## config.mk

```make
export PLATFORM = sky130hd
export DESIGN_NAME = mem_arbiter
export DESIGN_NICKNAME = d
export VERILOG_FILES = /design/src/rtl/mem_arbiter_pkg.sv /design/src/rtl/mem_arbiter.sv
export SDC_FILE = /design/constraint.sdc
export NUM_CORES = 1
export LEC_CHECK = 0
export BUFFER_PORTS_ARGS = -buffer_cell sky130_fd_sc_hd__buf_2
export CORE_AREA = 2 2 211 213
export CTS_CLUSTER_SIZE = 25
export DETAILED_ROUTE_END_ITERATION = 8
export DIE_AREA = 0 0 213 215
export SLEW_MARGIN = 0
export SYNTH_ARGS = -nofsm -noshare
export SYNTH_HDL_FRONTEND = slang
export SYNTH_SLANG_ARGS = --single-unit
```

## constraint.sdc

```tcl
create_clock -name CLK -period 2.9 [get_ports CLK]
set_input_delay 0.435 -clock CLK [delete_from_list [all_inputs] [get_ports CLK]]
set_output_delay 0.435 -clock CLK [all_outputs]
set_load 0.02 [all_outputs]
```

## src/rtl/mem_arbiter_pkg.sv

```systemverilog
// Shared encodings and widths for the two-master memory bus arbiter.
package mem_arbiter_pkg;

  localparam int ADDR_W = 64;
  localparam int DATA_W = 64;
  localparam int STRB_W = DATA_W / 8;

  typedef enum logic [1:0] {
    IDLE  = 2'd0,
    ISSUE = 2'd1,
    WAIT  = 2'd2
  } state_e;

  typedef enum logic {
    OWN_IFU = 1'b0,
    OWN_LSU = 1'b1
  } owner_e;

endpackage

```

## src/rtl/mem_arbiter.sv

```systemverilog
// Arbitrates IFU reads and LSU requests onto the single-outstanding memory bus
// port, with bounded LSU priority and a response watchdog.
module mem_arbiter
  import mem_arbiter_pkg::*;
#(
  parameter int LSU_MAX_STREAK = 4,
  parameter int RSP_TIMEOUT    = 16
) (
  input  logic              CLK,
  input  logic              RST,
  input  logic              ifu_req_valid,
  output logic              ifu_req_ready,
  input  logic [ADDR_W-1:0] ifu_addr,
  output logic              ifu_rsp_valid,
  output logic              ifu_rsp_err,
  output logic [DATA_W-1:0] ifu_data_r,
  input  logic              lsu_req_valid,
  output logic              lsu_req_ready,
  input  logic [ADDR_W-1:0] lsu_addr,
  input  logic [DATA_W-1:0] lsu_data_w,
  input  logic [STRB_W-1:0] lsu_wstrb,
  output logic              lsu_rsp_valid,
  output logic              lsu_rsp_err,
  output logic [DATA_W-1:0] lsu_data_r,
  output logic              mem_mstReq_valid,
  output logic [ADDR_W-1:0] mem_addr,
  output logic [DATA_W-1:0] mem_data_w,
  output logic [STRB_W-1:0] mem_wstrb,
  input  logic [DATA_W-1:0] mem_data_r,
  input  logic              mem_slvRsp_valid
);

  localparam int CNT_W = $clog2(RSP_TIMEOUT + 1);
  localparam int STK_W = $clog2(LSU_MAX_STREAK + 1);
  localparam logic [CNT_W-1:0] CNT_MAX = CNT_W'(RSP_TIMEOUT);
  localparam logic [STK_W-1:0] STK_MAX = STK_W'(LSU_MAX_STREAK);

  state_e            state_q, state_d;
  logic [CNT_W-1:0]  cnt_q, cnt_d;
  logic [STK_W-1:0]  streak_q, streak_d;
  owner_e            owner_q, owner_d;
  logic [ADDR_W-1:0] addr_q, addr_d;
  logic [DATA_W-1:0] wdata_q, wdata_d;
  logic [STRB_W-1:0] wstrb_q, wstrb_d;

  logic inWait, timedOut, rspHit, rspFire, ifuWins, accept, grantIfu, grantLsu;

  // A reset cycle suppresses every pulse, so a discarded transaction never answers.
  assign inWait   = (state_q == WAIT) && !RST;
  assign timedOut = inWait && (cnt_q == CNT_MAX);
  assign rspHit   = inWait && !timedOut && mem_slvRsp_valid;
  assign rspFire  = rspHit || timedOut;
  assign ifuWins  = ifu_req_valid && (!lsu_req_valid || (streak_q == STK_MAX));
  assign accept   = (ifu_req_valid || lsu_req_valid) && !RST &&
                    ((state_q == IDLE) || rspHit);
  assign grantIfu = accept && ifuWins;
  assign grantLsu = accept && !ifuWins;

  always_comb begin
    state_d  = state_q;
    cnt_d    = '0;
    streak_d = streak_q;
    owner_d  = owner_q;
    addr_d   = addr_q;
    wdata_d  = wdata_q;
    wstrb_d  = wstrb_q;
    case (state_q)
      IDLE:    if (accept) state_d = ISSUE;
      ISSUE:   state_d = WAIT;
      WAIT: begin
        if (timedOut)    state_d = IDLE;
        else if (rspHit) state_d = accept ? ISSUE : IDLE;
        else             cnt_d   = cnt_q + CNT_W'(1);
      end
      default: state_d = IDLE;
    endcase
    // The streak only grows while the IFU is actually being held off.
    if (grantLsu) begin
      streak_d = !ifu_req_valid ? '0 :
                 (streak_q == STK_MAX) ? streak_q : streak_q + STK_W'(1);
      owner_d  = OWN_LSU;
      addr_d   = lsu_addr;
      wdata_d  = lsu_data_w;
      wstrb_d  = lsu_wstrb;
    end else if (grantIfu) begin
      streak_d = '0;
      owner_d  = OWN_IFU;
      addr_d   = ifu_addr;
      wdata_d  = '0;
      wstrb_d  = '0;
    end
  end

  always_ff @(posedge CLK) begin
    if (RST) begin
      state_q  <= IDLE;
      cnt_q    <= '0;
      streak_q <= '0;
    end else begin
      state_q  <= state_d;
      cnt_q    <= cnt_d;
      streak_q <= streak_d;
    end
  end

  always_ff @(posedge CLK) begin
    if (RST) begin
      owner_q <= OWN_IFU;
      addr_q  <= '0;
      wdata_q <= '0;
      wstrb_q <= '0;
    end else if (accept) begin
      owner_q <= owner_d;
      addr_q  <= addr_d;
      wdata_q <= wdata_d;
      wstrb_q <= wstrb_d;
    end
  end

  assign ifu_req_ready    = grantIfu;
  assign lsu_req_ready    = grantLsu;
  assign mem_mstReq_valid = (state_q == ISSUE) && !RST;
  assign mem_addr         = mem_mstReq_valid ? addr_q  : '0;
  assign mem_data_w       = mem_mstReq_valid ? wdata_q : '0;
  assign mem_wstrb        = mem_mstReq_valid ? wstrb_q : '0;

  assign ifu_rsp_valid = rspFire && (owner_q == OWN_IFU);
  assign lsu_rsp_valid = rspFire && (owner_q == OWN_LSU);
  assign ifu_rsp_err   = ifu_rsp_valid && timedOut;
  assign lsu_rsp_err   = lsu_rsp_valid && timedOut;
  assign ifu_data_r    = (ifu_rsp_valid && rspHit) ? mem_data_r : '0;
  assign lsu_data_r    = (lsu_rsp_valid && rspHit) ? mem_data_r : '0;

endmodule

```

==> load_flow_metrics.sql, run 1 <==
INSERT INTO impl_metrics (metric_group, metric, value, unit) VALUES
('route', 'drt_first_iter_violations', '303', ''),
('power', 'p_per_area', '482', 'mW/mm^2'),
('power', 'p_leak', '5.80', 'nW'),
('logic_synthesis', 'synth.top_cells.by_count', '267 x and2_1, 147 x dfxtp_1, 130 x nand2_1', ''),
('logic_synthesis', 'synth_top_cell_area_share', '0.406', ''),
('setup_path', 'worst_ep_arrival_time', '2.27', 'ns'),
('grt', 'first_pass_grt_wire_length', '44.1', 'mm'),
('grt', 'grt_start_max_net_pins', '89', ''),
('route', 'drc_violation_count_after_routing', '0', ''),
('sta', 'setup_total_negative_slack', '0', 'ns'),
('placed_design', 'routabilityCongestion', '0.841', ''),
('logic_synthesis', 'synth.cell_area', '0.00725', 'sq mm'),
('die', 'design.die.area', '0.0458', 'sq mm'),
('logic_synthesis', 'synthesis.yosys.warnings', '0', ''),
('die', 'placeableCoreArea', '0.0436', 'sq mm'),
('route', 'first_pass_iters', '5', ''),
('sta', 'finClkSkew', '0.00711', 'ns'),
('sta', 'max_freq', '370', 'MHz'),
('logic_synthesis', 'synth.avg_cell_area', '8.29', 'sq um'),
('clock_network', 'clock_pin_slew_on_the_worst_setup_and_hold_paths', '0.07', 'ns'),
('setup_path', 'criticalPathCategory', 'flop to primary output', ''),
('logic_synthesis', 'synthesis.instances', '875', ''),
('route', 'dr_wl_met2', '15.3', 'mm'),
('setup_path', 'cp_num_buf_inv', '3', ''),
('logic_synthesis', 'postSynth.asyncResetShare', '0', ''),
('run_status', 'run_status', 'complete, no violations', ''),
('setup_path', 'timing.critical_path.from_type', 'flop', ''),
('die', 'initial_standard_cell_utilization_of_the_core', '0.166', ''),
('route', 'route.detailed.wl_per_inst', '15.4', 'um'),
('final_layout', 'count_of_filler_cells_inserted_in_the_layout', '4780', ''),
('final_layout', 'layout_area_growth_over_synthesis', '54.8', '%'),
('clock_network', 'clock_tree.buffer_depth', '2', ''),
('setup_path', 'crit_fanout', '4', ''),
('logic_synthesis', 'synthDominantAreaCellType', 'dfxtp_1', ''),
('clock_network', 'cts-root-buf', 'clkbuf_16', ''),
('placed_design', 'detailed_place.area', '0.0106', 'sq mm'),
('sta', 'timing.slew.headroom', '0.478', ''),
('sta', 'period_share', '0.932', ''),
('clock_network', 'clock_tree_from_tritoncts', 'built', ''),
('logic_synthesis', 'yosysMostFrequentCell', 'and2_1', ''),
('route', 'final_antenna_net_count', '0', ''),
('setup_path', 'crit_chain', 'inv_1, ha_1, and4bb_2, a2111oi_4, buf_4, and2_2, buf_2', ''),
('route', 'dr.max_layer_used', 'met5', ''),
('sta', 'whs', '0.181', 'ns'),
('logic_synthesis', 'synth_cell_types', '31', ''),
('logic_synthesis', 'synth_edf_count', '0', ''),
('clock_network', 'cts_max_level', '4', ''),
('setup_path', 'setup.worst_path.end_class', 'primary output', ''),
('route', 'post_drt_via_cell_ratio', '4.12', ''),
('die', 'fp.dieH', '215', 'um'),
('placed_design', 'port_buffers', '539', ''),
('setup_path', 'required_worst_endpoint', '2.47', 'ns'),
('setup_path', 'ff2ff_setup_slack', '0.58', 'ns'),
('sta', 'layout_min_cycle_time', '2.70', 'ns'),
('grt', 'congestion_overflow_gr', '0', ''),
('sta', 'setup_violations', '0', ''),
('logic_synthesis', 'yosysSeqAreaShare', '0.406', ''),
('final_layout', 'design_area', '0.0112', 'sq mm'),
('route', 'routed_wirelength', '30.5', 'mm'),
('run', 'max_cap_violations', '0', ''),
('sta', 'tightestPinTransition', '0.783', 'ns'),
('min_path', 'hold_path_class', 'input pin to flop', ''),
('logic_synthesis', 'mappedNetlistNets', '1148', ''),
('route', 'route.vias.total', '8164', ''),
('setup_path', 'cell_with_the_largest_stage_delay_on_the_worst_path', 'dfxtp_1', ''),
('final_layout', 'num-nets-final', '1650', ''),
('logic_synthesis', 'yosys_register_bits', '147', ''),
('placed_design', 'dp_hpwl', '23.5', 'mm'),
('sta', 'timing_max_transition_violations_final', '0', ''),
('die', 'rows', '77', ''),
('setup_path', 'max_stage_delay', '0.38', 'ns');
## worst reg2reg max path, delay by kind of cell, from the launching register on
family,cells,cell delay [ns]
buffers and inverters,4,0.70
AOI/OAI and AO/OA,2,0.61
DFF,1,0.38
and+or+nand+nor,2,0.36
adders and majority gates,1,0.20
## routing by layer
layer / vias up / track usage
li1: 3947 / -
met1: 3769 / 0.139
met2: 367 / 0.229
met3: 67 / 0.0390
met4: 14 / 0.0580
met5: - / 0
## cell type report
class                   instances  area [sq um]  share of cell area
diodes                          1          2.50            0.000223
clock buffers                  18           439              0.0391
clock inverters                14           155              0.0138
inverters                       5          18.8             0.00167
multi-input cells             644          3970               0.354
flip-flops and latches        147          2940               0.262
well taps                     592           741              0.0660
repair buffers                562          2960               0.264
## state kept, by name (all words and copies together), names as in the netlist
register / flops
owner_q: 1
state_q: 2
addr_q: 64
streak_q: 3
wstrb_q: 8
cnt_q: 5
wdata_q: 64
## cells by family (layout without fill, tap and decap cells)
kind of cell / count (synthesis) / count (layout) / synth area share
and+or+nand+nor: 492 / 492 / 0.353
DFF: 147 / 147 / 0.406
AOI/OAI and AO/OA: 145 / 145 / 0.179
buffers and inverters: 84 / 599 / 0.0512
adders and majority gates: 4 / 4 / 0.00690
xor gates and xnor gates: 3 / 3 / 0.00362
other: 0 / 1 / 0
## placed cells by master (no fill, tap or decap), drive strengths merged, types with 2 or more instances in the layout
cell	count
xor2	2
nor2	81
a22o	72
ha	4
and2	267
dfxtp	147
nand3	5
a311oi	64
clkbuf	18
buf	562
a2111oi	2
inv	17
nand2	130
## what timing repair did
action	in CTS	in global routing
resized for setup	1	0
pin swaps	0	1
gates cloned	0	1
endpoints found under the setup margin	1	1
buffers inserted	0	5
## power by group
group / switching, W / leakage [nW] / internal (W) / total [W]
registers: 0.0000823 / 1.21 / 0.00218 / 0.00227
logic: 0.000468 / 4.29 / 0.000379 / 0.000847
clock network: 0.00104 / 0.298 / 0.00125 / 0.00229
## worst paths after layout
kind / cells after the start / startpoint / endpoint
worst max-delay path: 7 / cnt_q[0] / lsu_req_ready
worst min-delay path: 2 / lsu_data_w[27] / wdata_q[27]
worst max register to register: 9 / cnt_q[0] / addr_q[13]
worst min register to register: 1 / wdata_q[57] / wdata_q[57]
## stage by stage
| stage | cells | utilization | worst slack [ns] | total power (W) |
|---|---|---|---|---|
| 2_1_floorplan | 875 | - | 0.589 | 0.00277 |
| 3_3_place_gp | 1944 | 0.243 | 0.548 | 0.00313 |
| 3_5_place_dp | 1944 | 0.243 | 0.515 | 0.00315 |
| 4_1_cts | 1976 | 0.256 | 0.0488 | 0.00549 |
| 5_1_grt | 1983 | 0.257 | 0.0614 | 0.00569 |
| 6_report | 1983 | 0.257 | 0.196 | 0.00541 |
Note: power is estimated with default switching activity, not from simulation.
==> run 2, diff against run 1 <==
--- a/config.mk
+++ b/config.mk
@@ -5,11 +5,13 @@
 export SDC_FILE = /design/constraint.sdc
 export NUM_CORES = 1
 export LEC_CHECK = 0
+export ABC_AREA = 1
 export BUFFER_PORTS_ARGS = -buffer_cell sky130_fd_sc_hd__buf_2
-export CORE_AREA = 2 2 211 213
+export CORE_AREA = 2 2 208 210
+export CTS_BUF_LIST = sky130_fd_sc_hd__clkbuf_8
 export CTS_CLUSTER_SIZE = 25
 export DETAILED_ROUTE_END_ITERATION = 8
-export DIE_AREA = 0 0 213 215
+export DIE_AREA = 0 0 210 212
 export SLEW_MARGIN = 0
 export SYNTH_ARGS = -nofsm -noshare
 export SYNTH_HDL_FRONTEND = slang
==> load_flow_metrics.sql, run 2 <==
INSERT INTO impl_metrics (metric_group, metric, value, unit) VALUES
('run_status', 'run_status', 'complete, no violations', ''),
('sta', 'setup_violations', '0', ''),
('setup_path', 'ff2ff_setup_slack', '0.82', 'ns'),
('clock_network', 'worst_skew_pair.late_latency', '0.51', 'ns'),
('final_layout', 'num-nets-final', '2088', ''),
('placed_design', 'dp_cells', '2342', ''),
('setup_path', 'worst_r2r_path_depth', '12', ''),
('min_path', 'worst_hold_path.endpoint', 'wdata_q[58]', ''),
('logic_synthesis', 'postSynth.asyncResetShare', '0', ''),
('min_path', 'worst_hold_startpoint', 'lsu_data_w[58]', ''),
('setup_path', 'worstReg2RegStart', 'cnt_q[1]', ''),
('logic_synthesis', 'synth_top_cell_area_share', '0.366', ''),
('grt', 'grt_start_max_net_pins', '113', ''),
('clock_network', 'cts-buffers-inserted', '17', ''),
('power', 'power_switching_share', '0.339', ''),
('sta', 'timing.slew.headroom', '0.351', ''),
('clock_network', 'cts.repair_timing.setup_buffer_count', '0', ''),
('sta', 'setup_total_negative_slack', '0', 'ns'),
('route', 'final_antenna_net_count', '0', ''),
('die', 'fp.dieH', '212', 'um'),
('placed_design', 'dp_hpwl', '28.9', 'mm'),
('power', 'power.clock.fraction', '0.354', ''),
('logic_synthesis', 'postSynth.topFlopCell', 'dfxtp_1', ''),
('power', 'internal_power', '0.00342', 'W'),
('logic_synthesis', 'yosysMostFrequentCell', 'nand2_1', ''),
('grt', 'grt_util_all_layers', '0.160', ''),
('die', 'initial_standard_cell_utilization_of_the_core', '0.189', ''),
('logic_synthesis', 'synth_edf_count', '0', ''),
('final_layout', 'leading_cell_type_in_the_layout_fill_and_taps_excluded', 'buf_2', ''),
('logic_synthesis', 'synth_cell_types', '22', ''),
('run', 'max_cap_violations', '0', ''),
('die', 'placeableCoreArea', '0.0425', 'sq mm'),
('logic_synthesis', 'synth_top_cells_by_area', 'dfxtp_1 37%, nand2_1 13%, nor2_1 13%', ''),
('clock_network', 'clock_tree.buffer_depth', '2', ''),
('die', 'design.die.area', '0.0445', 'sq mm'),
('setup_path', 'required_worst_endpoint', '2.47', 'ns'),
('final_layout', 'layout.cells.most_common_list', '538 x buf_2, 285 x nand2_1, 280 x nor2_1', ''),
('power', 'seq_power_share', '0.430', ''),
('grt', 'congestion_overflow_gr', '0', ''),
('route', 'route.detailed.wl_per_inst', '15.7', 'um'),
('min_path', 'hold_path_class', 'input pin to flop', ''),
('logic_synthesis', 'synth.top_cells.by_count', '288 x nand2_1, 280 x nor2_1, 279 x inv_1', ''),
('route', 'drt_first_iter_violations', '540', ''),
('sta', 'finClkSkew', '0.0111', 'ns'),
('setup_path', 'worst_ep_arrival_time', '2.24', 'ns'),
('sta', 'timing_max_transition_violations_final', '0', ''),
('clock_network', 'cts_max_level', '4', ''),
('setup_path', 'timing.critical_path.from_type', 'flop', ''),
('die', 'rows', '76', ''),
('sta', 'period_share', '0.923', ''),
('route', 'drc_violation_count_after_routing', '0', ''),
('power', 'switching_power', '0.00176', 'W'),
('sta', 'setup_repair_after_global_routing_missed_its_margin', 'no', ''),
('clock_network', 'cts.sink_count', '147', ''),
('clock_network', 'clock_pin_slew_on_the_worst_setup_and_hold_paths', '0.10', 'ns'),
('final_layout', 'layout.cells.non_filler', '2385', ''),
('power', 'vdd.ir_drop.worst', '0.000325', 'V'),
('placed_design', 'routabilityCongestion', '0.831', ''),
('logic_synthesis', 'synthesis.yosys.warnings', '0', ''),
('logic_synthesis', 'yosysSeqAreaShare', '0.366', ''),
('grt', 'first_pass_grt_wire_length', '53.2', 'mm'),
('grt', 'first_global_vias', '9140', ''),
('logic_synthesis', 'synthDominantAreaCellType', 'dfxtp_1', ''),
('logic_synthesis', 'synthesis.instances', '1336', ''),
('placed_design', 'port_buffers', '539', ''),
('clock_network', 'cts-root-buf', 'clkbuf_8', ''),
('final_layout', 'count_of_filler_cells_inserted_in_the_layout', '4813', ''),
('setup_path', 'criticalPathCategory', 'flop to primary output', ''),
('setup_path', 'setup.worst_path.end_class', 'primary output', ''),
('die', 'die-width', '210', 'um'),
('route', 'post_drt_via_cell_ratio', '4.21', ''),
('route', 'routed_wirelength', '37.5', 'mm'),
('clock_network', 'clock_tree_from_tritoncts', 'built', ''),
('setup_path', 'r2r-end', 'wdata_q[2]', ''),
('sta', 'max_freq', '374', 'MHz'),
('sta', 'layout_min_cycle_time', '2.68', 'ns'),
('sta', 'final_hold_viol_count', '0', ''),
('sta', 'tightestPinTransition', '0.972', 'ns'),
('final_layout', 'final_layout_size_suffix_gt1_frac', '0.328', ''),
('final_layout', 'layout_area_growth_over_synthesis', '45.8', '%'),
('die', 'floorplan.io_pins', '540', ''),
('route', 'first_pass_iters', '4', ''),
('final_layout', 'largest_registers', 'addr_q x64, wdata_q x64, wstrb_q x8', ''),
('logic_synthesis', 'mappedNetlistNets', '1609', ''),
('route', 'route.vias.total', '10052', ''),
('min_path', 'hold_path_depth', '3', ''),
('power', 'power.combinational.fraction', '0.216', ''),
('power', 'p_leak', '6.27', 'nW'),
('logic_synthesis', 'synth.avg_cell_area', '6.02', 'sq um'),
('logic_synthesis', 'synth.cell_area', '0.00805', 'sq mm'),
('logic_synthesis', 'yosys_register_bits', '147', ''),
('grt', 'antenna_found_initial', '18', ''),
('setup_path', 'crit_fanout', '4', ''),
('power', 'p_per_area', '442', 'mW/mm^2');
## run 2: worst max path at each step
stage	start	to	slack (ns)	cells after the start
after floorplan	RST	mem_data_w[61]	0.66	5
after global placement	RST	owner_q	0.55	5
after detailed placement	RST	addr_q[44]	0.53	9
after CTS	cnt_q[0]	lsu_data_r[53]	0.04	11
after global routing	cnt_q[0]	ifu_data_r[56]	0.03	11
final	cnt_q[1]	ifu_req_ready	0.22	10
## run 2: kinds of logic (layout without fill, tap and decap cells)
logic type                 count (synthesis)  in the layout  share of synthesized area
AOI/OAI and AO/OA                        161            161                      0.120
xor gates and xnor gates                   4              4                    0.00435
adders and majority gates                  4              4                    0.00622
buffers and inverters                    376            868                      0.184
DFF                                      147            147                      0.366
other                                      0             11                          0
and+or+nand+nor                          644            644                      0.320
## run 2: area by class of cell
class / instances / area (sq um) / share of cell area
multi-input combinational: 813 / 3670 / 0.313
sequential: 147 / 2940 / 0.251
timing repair buffer: 556 / 2920 / 0.249
inverter: 280 / 1050 / 0.0898
tap: 546 / 683 / 0.0582
clock buffer: 17 / 234 / 0.0199
clock inverter: 15 / 196 / 0.0167
antenna: 11 / 27.5 / 0.00235
## run 2: metrics by stage
stage	area [sq um]	total power (W)	setup WS [ns]	hold WS, ns	utilization
5_1_grt	11700	0.00548	0.0277	0.124	0.276
3_3_place_gp	11200	0.00339	0.552	0.449	0.265
2_1_floorplan	8050	0.00293	0.655	0.430	-
3_5_place_dp	11200	0.00341	0.532	0.453	0.265
4_1_cts	11700	0.00529	0.0399	0.104	0.275
6_report	11700	0.00518	0.223	0.160	0.276
## run 2: power by group through the flow
stage	logic, W	clock network, W	registers, W
floorplan	0.000674	0	0.00226
global placement	0.00111	0	0.00227
detailed placement	0.00113	0	0.00228
CTS	0.00113	0.00193	0.00223
global route	0.00125	0.00199	0.00225
finish	0.00112	0.00183	0.00223
## run 2: what timing repair did
item | 4_1_cts | 5_1_grt
endpoints found under the setup margin | 21 | 105
gates resized for setup | 1 | 6
hold buffers | 0 | 0
pin swaps | 0 | 0
## run 2: routing by layer
layer  global-route usage  vias up  part of all wire
li1                     -     5000                 -
met1                0.170     4588              0.38
met2                0.291      388              0.52
met3               0.0326       70             0.051
met4               0.0964        6             0.047
met5                    0        -            0.0013
## run 2: worst max-delay path: stages, from the launching register on
cell     delay (ns)
dfxtp_1        0.37
inv_1          0.06
ha_1           0.17
nand2_1        0.06
inv_1          0.04
nand2_1        0.07
nand3_1        0.16
nand2_4        0.15
nand2_4        0.08
nor2_1         0.33
buf_2          0.25
==> run 3, diff against run 2 <==
--- a/config.mk
+++ b/config.mk
@@ -12,6 +12,7 @@
 export CTS_CLUSTER_SIZE = 25
 export DETAILED_ROUTE_END_ITERATION = 8
 export DIE_AREA = 0 0 210 212
+export PLACE_DENSITY = 0.54
 export SLEW_MARGIN = 0
 export SYNTH_ARGS = -nofsm -noshare
 export SYNTH_HDL_FRONTEND = slang
==> load_flow_metrics.sql, run 3 (same netlist as run 2, synthesis figures left out) <==
INSERT INTO impl_metrics (metric_group, metric, value, unit) VALUES
('run_status', 'run_status', 'complete, no violations', ''),
('sta', 'layout_min_cycle_time', '2.68', 'ns'),
('setup_path', 'worst_ep_arrival_time', '2.25', 'ns'),
('power', 'design_power_total', '0.00502', 'W'),
('route', 'routed_wirelength', '36.4', 'mm'),
('sta', 'timing_max_transition_violations_final', '0', ''),
('grt', 'grt_most_used_layer', 'met2', ''),
('final_layout', 'count_of_filler_cells_inserted_in_the_layout', '4825', ''),
('clock_network', 'cts.sink_count', '147', ''),
('final_layout', 'largest_registers', 'addr_q x64, wdata_q x64, wstrb_q x8', ''),
('route', 'drc_violation_count_after_routing', '0', ''),
('grt', 'antenna_found_initial', '10', ''),
('placed_design', 'dp_cells', '2344', ''),
('placed_design', 'dp_hpwl', '28.4', 'mm'),
('setup_path', 'setup.worst_path.end_class', 'primary output', ''),
('grt', 'first_global_vias', '9413', ''),
('grt', 'gr-usage-met3', '0.0357', ''),
('placed_design', 'routabilityCongestion', '0.876', ''),
('final_layout', 'num-nets-final', '2093', ''),
('sta', 'max_freq', '373', 'MHz'),
('die', 'fp.dieH', '212', 'um'),
('clock_network', 'clock_tree_from_tritoncts', 'built', ''),
('route', 'route.detailed.wl_per_inst', '15.3', 'um'),
('clock_network', 'clock_pin_slew_on_the_worst_setup_and_hold_paths', '0.10', 'ns'),
('die', 'rows', '76', ''),
('sta', 'setup_violations', '0', ''),
('die', 'initial_standard_cell_utilization_of_the_core', '0.189', ''),
('setup_path', 'required_worst_endpoint', '2.47', 'ns'),
('clock_network', 'cts-buffers-inserted', '17', ''),
('sta', 'final_hold_viol_count', '0', ''),
('grt', 'globalRouteMet2Util', '0.276', ''),
('clock_network', 'cts-root-buf', 'clkbuf_8', ''),
('setup_path', 'ff2ff_setup_slack', '0.62', 'ns'),
('sta', 'tightestPinTransition', '0.962', 'ns'),
('setup_path', 'timing.critical_path.from_type', 'flop', ''),
('power', 'vdd.ir_drop.worst', '0.000283', 'V'),
('route', 'first_pass_iters', '8', ''),
('grt', 'first_pass_grt_wire_length', '52.6', 'mm'),
('clock_network', 'worst_skew_pair.late_latency', '0.51', 'ns'),
('clock_network', 'cts_max_level', '4', ''),
('route', 'post_drt_via_cell_ratio', '4.22', ''),
('placed_design', 'pre_cts_ws', '0.489', 'ns'),
('sta', 'setup_repair_after_global_routing_missed_its_margin', 'no', ''),
('sta', 'setup_total_negative_slack', '0', 'ns'),
('clock_network', 'clock_tree.buffer_depth', '2', ''),
('placed_design', 'port_buffers', '539', ''),
('final_layout', 'fin_util', '0.275', ''),
('grt', 'global_route.usage.met1', '0.175', ''),
('power', 'p_per_area', '430', 'mW/mm^2'),
('route', 'route.vias.total', '10051', ''),
('grt', 'grt_start_max_net_pins', '87', ''),
('sta', 'timing.slew.headroom', '0.359', ''),
('grt', 'grt_util_all_layers', '0.156', ''),
('final_layout', 'layout.cells.non_filler', '2382', ''),
('die', 'floorplan.io_pins', '540', ''),
('power', 'p_leak', '6.27', 'nW'),
('final_layout', 'final_layout_size_suffix_gt1_frac', '0.328', ''),
('grt', 'congestion_overflow_gr', '0', ''),
('setup_path', 'crit_fanout', '35', ''),
('setup_path', 'worst_r2r_path_depth', '12', ''),
('min_path', 'hold_path_class', 'input pin to flop', ''),
('run', 'max_cap_violations', '0', ''),
('sta', 'post-route-worst-setup-slack', '0.220', 'ns'),
('final_layout', 'layout_area_growth_over_synthesis', '45.1', '%'),
('sta', 'finClkSkew', '0.0117', 'ns'),
('die', 'die-width', '210', 'um'),
('final_layout', 'layout.cells.most_common_list', '538 x buf_2, 285 x nand2_1, 280 x inv_1', ''),
('route', 'drt_first_iter_violations', '579', ''),
('route', 'final_antenna_net_count', '0', ''),
('die', 'design.die.area', '0.0445', 'sq mm'),
('final_layout', 'leading_cell_type_in_the_layout_fill_and_taps_excluded', 'buf_2', ''),
('min_path', 'hold_path_depth', '3', ''),
('die', 'placeableCoreArea', '0.0425', 'sq mm'),
('sta', 'period_share', '0.924', ''),
('setup_path', 'criticalPathCategory', 'flop to primary output', '');
run 3: worst paths after layout:
path                  start            end
max                cnt_q[0]  lsu_data_r[6]
min reg2reg     wdata_q[15]    wdata_q[15]
max reg2reg        cnt_q[0]        owner_q
min          lsu_data_w[27]    wdata_q[27]
run 3: cell type report:
cell class                      count  area [sq um]  area share
Multi-Input combinational cell    813          3660       0.314
Sequential cell                   147          2940       0.252
Timing Repair Buffer              561          2930       0.251
Inverter                          280          1050      0.0902
Tap cell                          546           683      0.0585
Clock buffer                       17           234      0.0200
Clock inverter                     15           159      0.0136
Antenna cell                        3          7.51    0.000643
run 3: layer usage:
layer / vias to the layer above / part of all wire
met2: 387 / 0.50
li1: 4999 / -
met3: 73 / 0.052
met4: 4 / 0.045
met5: - / 0.00080
met1: 4588 / 0.40
run 3: per-stage QoR:
| step | area [sq um] | hold WS (ns) |
|---|---|---|
| after floorplan | 8050 | 0.430 |
| after global placement | 11200 | 0.444 |
| after detailed placement | 11200 | 0.450 |
| after CTS | 11600 | 0.0923 |
| after global routing | 11700 | 0.0953 |
| final | 11700 | 0.153 |
run 3: power breakdown:
group          internal (W)  leakage, nW  total (W)  switching (W)
logic              0.000391         4.87    0.00112       0.000729
clock network      0.000770        0.198    0.00168       0.000906
registers           0.00216         1.20    0.00223      0.0000711
total               0.00332         6.27    0.00502        0.00171
run 3: worst max-delay path, cell delays in order (launching register included):
cell     delay (ns)
dfxtp_1        0.38
inv_1          0.06
ha_1           0.19
nand2_1        0.06
inv_1          0.04
nand2_1        0.07
nand3_1        0.14
inv_1          0.15
nand2_2        0.07
buf_4          0.23
nor2_1         0.15
buf_2          0.18
run 3: what timing repair did:
item                       4_1_cts  5_1_grt
setup endpoints to repair        1       65
setup buffers                    0        3
pin swaps                        0        1
cloned                           0        0
resized for setup                1        2
hold buffers                     0        0
